### config.mk
export PLATFORM = sky130hd
export DESIGN_NAME = ttt_game_sequencer
export DESIGN_NICKNAME = d
export VERILOG_FILES = /design/src/rtl/ttt_game_sequencer.sv
export SDC_FILE = /design/constraint.sdc
export NUM_CORES = 1
export LEC_CHECK = 0
export BUFFER_PORTS_ARGS = -buffer_cell sky130_fd_sc_hd__buf_2
export CAP_MARGIN = 20
export CORE_MARGIN = 2
export CORE_UTILIZATION = 30
export CTS_CLUSTER_DIAMETER = 40
export DETAILED_ROUTE_END_ITERATION = 6
export GPL_TIMING_DRIVEN = 0
export HOLD_SLACK_MARGIN = 0.1
export SKIP_CTS_REPAIR_TIMING = 1
export SLEW_MARGIN = 30
export SYNTH_ARGS = -nofsm -noshare
export SYNTH_HDL_FRONTEND = slang
export SYNTH_SLANG_ARGS = --single-unit
### constraint.sdc
create_clock -name CLOCK_50 -period 5.05 [get_ports CLOCK_50]
set_input_delay 1.01 -clock CLOCK_50 [delete_from_list [all_inputs] [get_ports CLOCK_50]]
set_output_delay 1.01 -clock CLOCK_50 [all_outputs]
set_load 0.02 [all_outputs]
### src/rtl/ttt_game_sequencer.sv
// ttt_game_sequencer: tic-tac-toe sequencer with cursor control, a
// one-line-per-cycle win/draw checker and an optional computer opponent
// playing O. Define TTT_AI_EN to build the AI_SCAN/AI_COMMIT opponent;
// without it both players place through cmd.
module ttt_game_sequencer #(
  parameter logic [1:0] START_PLAYER = 2'b01
) (
  input  logic        CLOCK_50,
  input  logic        reset,
  input  logic        cmd_valid,
  input  logic [2:0]  cmd,
  output logic [1:0]  cursor_col,
  output logic [1:0]  cursor_row,
  output logic [17:0] board,
  output logic [1:0]  turn,
  output logic [1:0]  winner,
  output logic        busy
);

  typedef enum logic [2:0] {
    S_IDLE      = 3'd0,
    S_CHECK     = 3'd1,
    S_AI_SCAN   = 3'd2,
    S_AI_COMMIT = 3'd3,
    S_OVER      = 3'd4
  } state_t;

  localparam logic [2:0] CMD_RIGHT = 3'd0;
  localparam logic [2:0] CMD_LEFT  = 3'd1;
  localparam logic [2:0] CMD_DOWN  = 3'd2;
  localparam logic [2:0] CMD_UP    = 3'd3;
  localparam logic [2:0] CMD_PLACE = 3'd4;
  localparam logic [2:0] CMD_NEW   = 3'd5;

  localparam logic [1:0] P_EMPTY = 2'b00;
  localparam logic [1:0] P_X     = 2'b01;
  localparam logic [1:0] P_O     = 2'b10;
  localparam logic [1:0] P_DRAW  = 2'b11;

  // Cell k lives at bits [17-2k:16-2k]; shift that puts it at [1:0].
  function automatic logic [4:0] cell_shift(input logic [3:0] k);
    return 5'd16 - {k, 1'b0};
  endfunction

  function automatic logic [1:0] cell_get(input logic [17:0] b, input logic [3:0] k);
    logic [17:0] t;
    t = b >> cell_shift(k);
    return t[1:0];
  endfunction

  function automatic logic [17:0] cell_put(input logic [17:0] b, input logic [3:0] k,
                                           input logic [1:0] v);
    return (b & ~(18'h3 << cell_shift(k))) | ({16'd0, v} << cell_shift(k));
  endfunction

  // Three cell indices of line li: rows 0-2, columns 3-5, diagonal, anti-diagonal.
  function automatic logic [11:0] line_cells(input logic [2:0] li);
    case (li)
      3'd0:    return {4'd0, 4'd1, 4'd2};
      3'd1:    return {4'd3, 4'd4, 4'd5};
      3'd2:    return {4'd6, 4'd7, 4'd8};
      3'd3:    return {4'd0, 4'd3, 4'd6};
      3'd4:    return {4'd1, 4'd4, 4'd7};
      3'd5:    return {4'd2, 4'd5, 4'd8};
      3'd6:    return {4'd0, 4'd4, 4'd8};
      default: return {4'd2, 4'd4, 4'd6};
    endcase
  endfunction

  state_t      state_q, state_d;
  logic [2:0]  scan_idx_q, scan_idx_d;
  logic        found_q, found_d;
  logic [17:0] board_q, board_d;
  logic [1:0]  col_q, col_d;
  logic [1:0]  row_q, row_d;
  logic [1:0]  turn_q, turn_d;
  logic [1:0]  winner_q, winner_d;
  logic        busy_q, busy_d;

  logic [11:0] line_w;
  logic [3:0]  lc0, lc1, lc2;
  logic [1:0]  lv0, lv1, lv2;
  logic        line_mover;
  logic        board_full;
  logic [3:0]  cur_cell;
  logic        human_ok;

`ifdef TTT_AI_EN
  localparam logic [3:0] AI_PRI [9] = '{4'd4, 4'd0, 4'd2, 4'd6, 4'd8, 4'd1, 4'd3, 4'd5, 4'd7};

  // {hit, cell}: line holds two of p and one empty cell.
  function automatic logic [4:0] pair_find(input logic [1:0] a, input logic [1:0] b,
                                           input logic [1:0] c, input logic [3:0] ka,
                                           input logic [3:0] kb, input logic [3:0] kc,
                                           input logic [1:0] p);
    if (a == P_EMPTY && b == p && c == p) return {1'b1, ka};
    if (a == p && b == P_EMPTY && c == p) return {1'b1, kb};
    if (a == p && b == p && c == P_EMPTY) return {1'b1, kc};
    return 5'd0;
  endfunction

  logic        win_vld_q, win_vld_d;
  logic [3:0]  win_cell_q, win_cell_d;
  logic        blk_vld_q, blk_vld_d;
  logic [3:0]  blk_cell_q, blk_cell_d;
  logic [4:0]  o_pair, x_pair;
  logic [3:0]  fb_cell, ai_cell;
  logic        fb_found;

  // Candidate detection on the current line and final choice of the O move
  always_comb begin
    o_pair   = pair_find(lv0, lv1, lv2, lc0, lc1, lc2, P_O);
    x_pair   = pair_find(lv0, lv1, lv2, lc0, lc1, lc2, P_X);
    fb_cell  = 4'd0;
    fb_found = 1'b0;
    for (int i = 0; i < 9; i++) begin
      if (!fb_found && cell_get(board_q, AI_PRI[i]) == P_EMPTY) begin
        fb_cell  = AI_PRI[i];
        fb_found = 1'b1;
      end
    end
    if (win_vld_q)      ai_cell = win_cell_q;
    else if (blk_vld_q) ai_cell = blk_cell_q;
    else                ai_cell = fb_cell;
  end
`endif

  // Decode the line addressed by the scan index and summarise the board
  always_comb begin
    line_w     = line_cells(scan_idx_q);
    lc0        = line_w[11:8];
    lc1        = line_w[7:4];
    lc2        = line_w[3:0];
    lv0        = cell_get(board_q, lc0);
    lv1        = cell_get(board_q, lc1);
    lv2        = cell_get(board_q, lc2);
    line_mover = (lv0 == turn_q) && (lv1 == turn_q) && (lv2 == turn_q);
    board_full = 1'b1;
    for (int i = 0; i < 9; i++) begin
      if (board_q[2*i +: 2] == P_EMPTY) board_full = 1'b0;
    end
    cur_cell = ({2'b00, row_q} * 4'd3) + {2'b00, col_q};
`ifdef TTT_AI_EN
    human_ok = (turn_q == P_X);
`else
    human_ok = 1'b1;
`endif
  end

  // Next-state logic for the game sequencer
  always_comb begin
    state_d    = state_q;
    scan_idx_d = scan_idx_q;
    found_d    = found_q;
    board_d    = board_q;
    col_d      = col_q;
    row_d      = row_q;
    turn_d     = turn_q;
    winner_d   = winner_q;
`ifdef TTT_AI_EN
    win_vld_d  = win_vld_q;
    win_cell_d = win_cell_q;
    blk_vld_d  = blk_vld_q;
    blk_cell_d = blk_cell_q;
`endif

    case (state_q)
      S_IDLE, S_OVER: begin
        if (cmd_valid) begin
          case (cmd)
            CMD_RIGHT: if (col_q != 2'd2) col_d = col_q + 2'd1;
            CMD_LEFT:  if (col_q != 2'd0) col_d = col_q - 2'd1;
            CMD_DOWN:  if (row_q != 2'd2) row_d = row_q + 2'd1;
            CMD_UP:    if (row_q != 2'd0) row_d = row_q - 2'd1;
            CMD_PLACE: begin
              if (state_q == S_IDLE && winner_q == P_EMPTY &&
                  cell_get(board_q, cur_cell) == P_EMPTY && human_ok) begin
                board_d    = cell_put(board_q, cur_cell, turn_q);
                state_d    = S_CHECK;
                scan_idx_d = 3'd0;
                found_d    = 1'b0;
              end
            end
            default: ;
          endcase
        end
      end

      S_CHECK: begin
        if (scan_idx_q == 3'd7) begin
          scan_idx_d = 3'd0;
          found_d    = 1'b0;
          if (found_q || line_mover) begin
            winner_d = turn_q;
            state_d  = S_OVER;
          end else if (board_full) begin
            winner_d = P_DRAW;
            state_d  = S_OVER;
          end else begin
            turn_d = (turn_q == P_X) ? P_O : P_X;
`ifdef TTT_AI_EN
            if (turn_q == P_X) begin
              state_d    = S_AI_SCAN;
              win_vld_d  = 1'b0;
              win_cell_d = 4'd0;
              blk_vld_d  = 1'b0;
              blk_cell_d = 4'd0;
            end else begin
              state_d = S_IDLE;
            end
`else
            state_d = S_IDLE;
`endif
          end
        end else begin
          found_d    = found_q | line_mover;
          scan_idx_d = scan_idx_q + 3'd1;
        end
      end

`ifdef TTT_AI_EN
      S_AI_SCAN: begin
        // Only the lowest-index qualifying line is kept.
        if (!win_vld_q && o_pair[4]) begin
          win_vld_d  = 1'b1;
          win_cell_d = o_pair[3:0];
        end
        if (!blk_vld_q && x_pair[4]) begin
          blk_vld_d  = 1'b1;
          blk_cell_d = x_pair[3:0];
        end
        if (scan_idx_q == 3'd7) begin
          scan_idx_d = 3'd0;
          state_d    = S_AI_COMMIT;
        end else begin
          scan_idx_d = scan_idx_q + 3'd1;
        end
      end

      S_AI_COMMIT: begin
        board_d    = cell_put(board_q, ai_cell, P_O);
        state_d    = S_CHECK;
        scan_idx_d = 3'd0;
        found_d    = 1'b0;
        win_vld_d  = 1'b0;
        blk_vld_d  = 1'b0;
      end
`endif

      default: state_d = S_IDLE;
    endcase

    // New game wins over everything, including an in-flight scan.
    if (cmd_valid && cmd == CMD_NEW) begin
      state_d    = S_IDLE;
      scan_idx_d = 3'd0;
      found_d    = 1'b0;
      board_d    = 18'd0;
      col_d      = 2'd0;
      row_d      = 2'd0;
      turn_d     = START_PLAYER;
      winner_d   = P_EMPTY;
`ifdef TTT_AI_EN
      win_vld_d  = 1'b0;
      win_cell_d = 4'd0;
      blk_vld_d  = 1'b0;
      blk_cell_d = 4'd0;
`endif
    end

    busy_d = (state_d != S_IDLE) && (state_d != S_OVER);
  end

  // State and output registers with asynchronous reset
  always_ff @(posedge CLOCK_50 or posedge reset) begin
    if (reset) begin
      state_q    <= S_IDLE;
      scan_idx_q <= 3'd0;
      found_q    <= 1'b0;
      board_q    <= 18'd0;
      col_q      <= 2'd0;
      row_q      <= 2'd0;
      turn_q     <= START_PLAYER;
      winner_q   <= P_EMPTY;
      busy_q     <= 1'b0;
`ifdef TTT_AI_EN
      win_vld_q  <= 1'b0;
      win_cell_q <= 4'd0;
      blk_vld_q  <= 1'b0;
      blk_cell_q <= 4'd0;
`endif
    end else begin
      state_q    <= state_d;
      scan_idx_q <= scan_idx_d;
      found_q    <= found_d;
      board_q    <= board_d;
      col_q      <= col_d;
      row_q      <= row_d;
      turn_q     <= turn_d;
      winner_q   <= winner_d;
      busy_q     <= busy_d;
`ifdef TTT_AI_EN
      win_vld_q  <= win_vld_d;
      win_cell_q <= win_cell_d;
      blk_vld_q  <= blk_vld_d;
      blk_cell_q <= blk_cell_d;
`endif
    end
  end

  assign cursor_col = col_q;
  assign cursor_row = row_q;
  assign board      = board_q;
  assign turn       = turn_q;
  assign winner     = winner_q;
  assign busy       = busy_q;

endmodule

; ---- After elaboration in Yosys (flattened, before gate mapping)
; Index checks and enable logic that the tools add are counted.
[word_totals]
reg_bits = 34
latchBits = 0
ramBits = 0
rom_bits = 0
in_bits = 6
output_inout_bits = 27
wordCells = 159
memories = 0
[classes]
n_addsub = 10
n_mul = 1
n_div = 0
magnitude_cmp = 0
eq_ne = 30
n_shift = 6
muxes = 58
n_bitwise = 4
n_reduce_logical = 41
[op_table]
columns = cell, n
row1 = 18-bit 2-to-1 mux, 5
row2 = 11-bit case mux with 7 select lines, 1
row3 = 18-bit by 5-bit >> shifter with 2-bit output, 4
row4 = 2-bit 2-to-1 mux, 21
row5 = 3-bit 2-to-1 mux, 12
row6 = 2-bit zero test, 11
row7 = 3-bit equality test (second input constant), 7
row8 = 3-bit != test (second input constant), 7
row9 = 5-bit subtractor (first input constant), 4
row10 = 18-bit AND, 1
row11 = 18-bit NOT, 1
row12 = 18-bit OR, 1
row13 = 2-bit by 5-bit << shifter with 18-bit output, 1
row14 = 2-bit by 5-bit << shifter with 18-bit output (first input constant), 1
row15 = 2-bit nonzero test, 8
row16 = 3-bit nonzero test, 5
row17 = 1-bit 2-to-1 mux, 14
row18 = 3-bit by 2-bit equality test with 1-bit output (second input constant), 4
row19 = 3-bit case mux with 2 select lines, 2
row20 = 4-bit AND reduction, 3
row21 = 5-bit AND reduction, 2
row22 = 3-bit by 1-bit equality test with 1-bit output (second input constant), 3
row23 = 3-bit zero test, 3
row24 = 2-bit case mux with 2 select lines, 2
row25 = 16 further kinds, 27

; ---- Logic depth before layout (Yosys ltp)
[depth]
depth_word = 17
depth_mapped = 13
depth_no_buf = 13

; ---- Worst setup path after synthesis
; No wires, ideal clock.
[synth_timing]
kind = register to register
start = register row_q[1] (netlist: cursor_row[1])
end = register board_q[14] (netlist: board[14])
setup_time_ns = 0.132
t_arrival_ns = 3.683
required_ns = 4.918
path_slack_ns = 1.236
stages_incl_launch_ff = 13
n_path_buf = 0
synth_period_minus_slack_ns = 3.814
path_cell_list = dfrtp_1 -> fa_1 -> ha_1 -> fa_1 -> nor3_1 -> xor2_2 -> mux2i_1 -> a21oi_1 -> o311ai_2 -> nor3_2 -> and4_1 -> a21oi_1 -> nor2_1
[synth_via]
elab_chain_cells = 12
word_cells_on_any_way = 18
classes_between = 2 x add/sub / 1 x mul / 3 x shift / 5 x mux / 3 x bitwise / 4 x reduce/logical
[synth_lines]
columns = element, line_no
row1 = start: declaration, 75  ; logic [1:0] row_q, row_d;
row2 = start signal: assignment, 298  ; row_q <= row_d;
row3 = 2-bit by 2-bit multiplier with 4-bit output *, 142  ; cur_cell = ({2'b00, row_q} * 4'd3) + {2'b00, col_q};
row4 = 4-bit by 2-bit adder with 4-bit output *, 142
row5 = 5-bit subtractor *, 42  ; return 5'd16 - {k, 1'b0};
row6 = 2-bit by 5-bit << shifter with 18-bit output, 53  ; return (b & ~(18'h3 << cell_shift(k))) | ({16'd0, v} << cell_shift(k));
row7 = 18-bit NOT, 53
row8 = 18-bit AND, 53
row9 = 18-bit OR, 53
row10 = 18-bit 2-to-1 mux, 176  ; if (state_q == S_IDLE && winner_q == P_EMPTY &&
row11 = 18-bit 2-to-1 mux, 170  ; case (cmd)
row12 = 18-bit 2-to-1 mux, 169  ; if (cmd_valid) begin
row13 = 18-bit 2-to-1 mux, 167  ; case (state_q)
row14 = 18-bit 2-to-1 mux, 254  ; if (cmd_valid && cmd == CMD_NEW) begin
row15 = end signal: assignment, 296  ; board_q <= board_d;
row16 = end: declaration, 73  ; logic [17:0] board_q, board_d;
; Mark *: on every way between the ends. The rest lies on a longest branch, timed or not. The select of a mux whose other input is x is not followed.
; A chain may end at the register's enable or synchronous reset.

; ---- Worst setup path in the final report
; Same ends and word-level chain as after synthesis.

==> out/metrics.yaml <==
async_reset_ff_frac: 1.000
grt_use_met3: 0.02150
p_leak_nw: 1.395
grt_overflow: 0
area_growth_pct: 14.39
cp.arrival_ns: 4.24
synth_cells: 306
fin_setup_tns_ns: 0
drtPass1Iterations: 5
core-area_mm2: 0.009153
yosys_warnings: 0
post-dp-hpwl_um: 5607
ys_ff_latch: 34
vdd_drop_max_uv: 319.8
fin_crit_sh: 0.8089
skew_ns: 0.004715
reg2regPathDepth: 12
gp_congestion: 0.9202
track_usage: 0.1467
fp.dieArea_mm2: 0.01015
slew_headroom: 0.5243
drive_gt1_frac: 0.2058
cts_buffer_depth: 2
drt_iter0_drc: 186
min_from: "state_q[1]$_DFF_PP0_"
layout.nets: 368
drc_errors: 0
cts_buffers: 5
antenna_found_initial: 0
ys_seq_area_frac: 0.3033
finalSetupViolCount: 0
ant_nets: 0
nFillCells: 945
crit_type: "reg -> reg"
maxCapViolations: 0
worst_slew_pin_slew_ns: 0.7126
finalCriticalPeriod_ns: 4.085
synth-edff-count: 0
maxSlewViolCount: 0
grt-busiest-layer: "met2"
p_total_w: 0.001832
fmax_mhz: 244.8
required_ns: 5.21
hold_depth: 2
synth.distinct_cells: 61
worstSetupEndpointType: "register"
grt_pass1_vias: 2406
vias_per_cell: 5.450
clock-sinks: 34
startpoint_type: "register"
die_x_um: 100.8
grt_pass1_wl_um: 12020
r2r-start: "cursor_row[1]$_DFFE_PP0P_"
grt_setup_unrepaired: "no"
final_hold_viol_count: 0
grt_max_degree: 35
n_antenna_cell: 0
ys.flop_type: "dfrtp_1"
ff2ff_setup_slack_ns: 0.96
io_pins: 33
wire_per_inst_um: 15.87
reg2reg_to: "board[14]$_DFFE_PP0P_"
min_path_type: "reg -> reg"
clk_pin_slew_worst_paths_ns: 0.07
power.density_mw_per_mm2: 570.2
start_util: 0.3069
io_buffer_count: 31
fp.dieH_um: 100.8
placementRows: 35
vias: 2485
synth_area_mm2: 0.002809
grt_use_met1: 0.2002
worstPathMaxFanout: 10
wl_um: 7237
syn_area_per_cell_um2: 9.180
htreeDepth: 2
insertion_delay_ns: 0.29
status: "completed"
synthesis.nets: 330
holdPathEnd: "state_q[2]$_DFF_PP0_"
cts_tree: "done"
grtUsageMet2: 0.2441
root_buffer: "clkbuf_8"
==> synth_stat cells (all sizes together), types with 2 or more instances <==
cell    number  area [um^2]
a21o         2        15.01
a21oi       25        125.1
a221o        2        20.02
a22oi        9        67.56
and2         4        25.02
and3         4        25.02
and4         4        37.54
buf          3        23.77
clkbuf      10        37.54
dfrtp       33        825.8
fa           2        40.04
ha          16        200.2
inv          8        30.03
mux2         5        60.05
mux2i       21        226.5
mux4         6        135.1
nand2       32        120.1
nand2b       6        37.54
nand3        6        30.03
nand3b       3        22.52
nand4        5        37.53
nor2        26        97.59
nor2b        6        37.54
nor3        15        85.08
nor3b        2        15.01
nor4         7        43.79
o21ai        8        40.03
o221a        3        33.78
o221ai       2        17.52
o22ai        4        31.28
or2          4        25.03
or3          2        12.51
or4          2        15.01
xnor2        4        35.03
xor2         2        25.03
==> worst max path at each step <==
| stage | slack (ns) | to | startpoint | cells past startpoint |
|---|---|---|---|---|
| after CTS | 0.96 | board[14]$_DFFE_PP0P_ | cursor_row[1]$_DFFE_PP0P_ | 12 |
| final | 0.96 | board[14]$_DFFE_PP0P_ | cursor_row[1]$_DFFE_PP0P_ | 12 |
| after global routing | 0.65 | board[14]$_DFFE_PP0P_ | cursor_row[1]$_DFFE_PP0P_ | 12 |
| after floorplan | 1.24 | board[14]$_DFFE_PP0P_ | cursor_row[1]$_DFFE_PP0P_ | 12 |
| after detailed placement | 0.94 | board[14]$_DFFE_PP0P_ | cursor_row[1]$_DFFE_PP0P_ | 12 |
| after global placement | 1.00 | board[14]$_DFFE_PP0P_ | cursor_col[1]$_DFFE_PP0P_ | 12 |
==> placed cells by master (no fill, tap or decap), types with 3 or more instances in the layout <==
cell      Yosys  layout
inv_1         8       7
nand3_1       6       6
buf_2         1      32
dfrtp_1      33      33
or2_2         3       3
ha_1         16      16
nor2b_1       6       6
a22oi_1       9       9
nand2b_1      6       6
and2_1        4       4
clkbuf_8      0       8
xnor2_1       4       4
o21ai_0       7       7
clkbuf_1     10      10
mux2_2        4       4
and3_1        4       4
nor2_1       26      26
nand2_1      32      32
o22ai_1       3       3
nor4_1        7       7
mux2i_1      19      19
and4_1        3       3
mux4_2        6       6
a21oi_1      25      25
nor3_1       13      13
nand4_1       4       4
nand3b_1      3       3
==> critical path, stage by stage (launching register included) <==
cell and delay, ns:
dfrtp_1 0.48, fa_1 0.46, ha_1 0.22, fa_1 0.50, nor3_1 0.28, xor2_2 0.39, mux2i_1 0.23, a21oi_1 0.09
o311ai_2 0.63, nor3_2 0.23, and4_1 0.26, a21oi_1 0.12, nor2_1 0.05
==> per-layer routing <==
layer | wire length (um) | up-vias
met1 | 3349 | 1202
met2 | 3465 | 66
met3 | 334 | 9
li1 | - | 1208
met4 | 87 | 0
met5 | 0 | -
==> layout make-up <==
cell class / instances / area (um^2) / share of cell area
Tap cell: 111 / 138.9 / 0.04322
Timing Repair Buffer: 31 / 155.1 / 0.04829
Multi-Input combinational cell: 251 / 1866 / 0.5806
Inverter: 8 / 30.03 / 0.009346
Sequential cell: 34 / 852.1 / 0.2652
Buffer: 13 / 61.31 / 0.01908
Clock buffer: 8 / 110.1 / 0.03427
==> flip-flops by register name, indices dropped and copies added, names as in the netlist <==
name        cells
cursor_row      2
state_q         3
board          18
winner          2
busy            1
found_q         1
turn            2
scan_idx_q      3
cursor_col      2
==> per-stage QoR <==
stage	util	setup slack, ns	hold WS, ns	cells	cell area (um^2)
6_report	0.3511	0.9649	0.5939	456	3213
5_1_grt	0.3511	0.6497	0.6244	456	3213
4_1_cts	0.3511	0.9625	0.5887	456	3213
3_5_place_dp	0.3390	0.9430	0.5750	448	3103
3_3_place_gp	0.3390	1.001	0.5760	448	3103
2_1_floorplan	-	1.236	0.5300	306	2809
==> power by group <==
| part | internal [W] | switching (W) |
|---|---|---|
| clock network | 0.000138 | 0.0000987 |
| logic | 0.000466 | 0.000706 |
| registers | 0.000321 | 0.000103 |
| total | 0.000925 | 0.000907 |
==> cell families after synthesis <==
logic type / after synthesis / share of synthesized area
xor+xnor: 6 / 0.02138
simple gates: 132 / 0.2512
flops: 34 / 0.3033
mux: 32 / 0.1501
compound gates: 62 / 0.1546
fa+ha+maj: 18 / 0.08552
other cells: 1 / 0.001335
buf+inv: 21 / 0.03252
(Power assumes the default switching activity.)
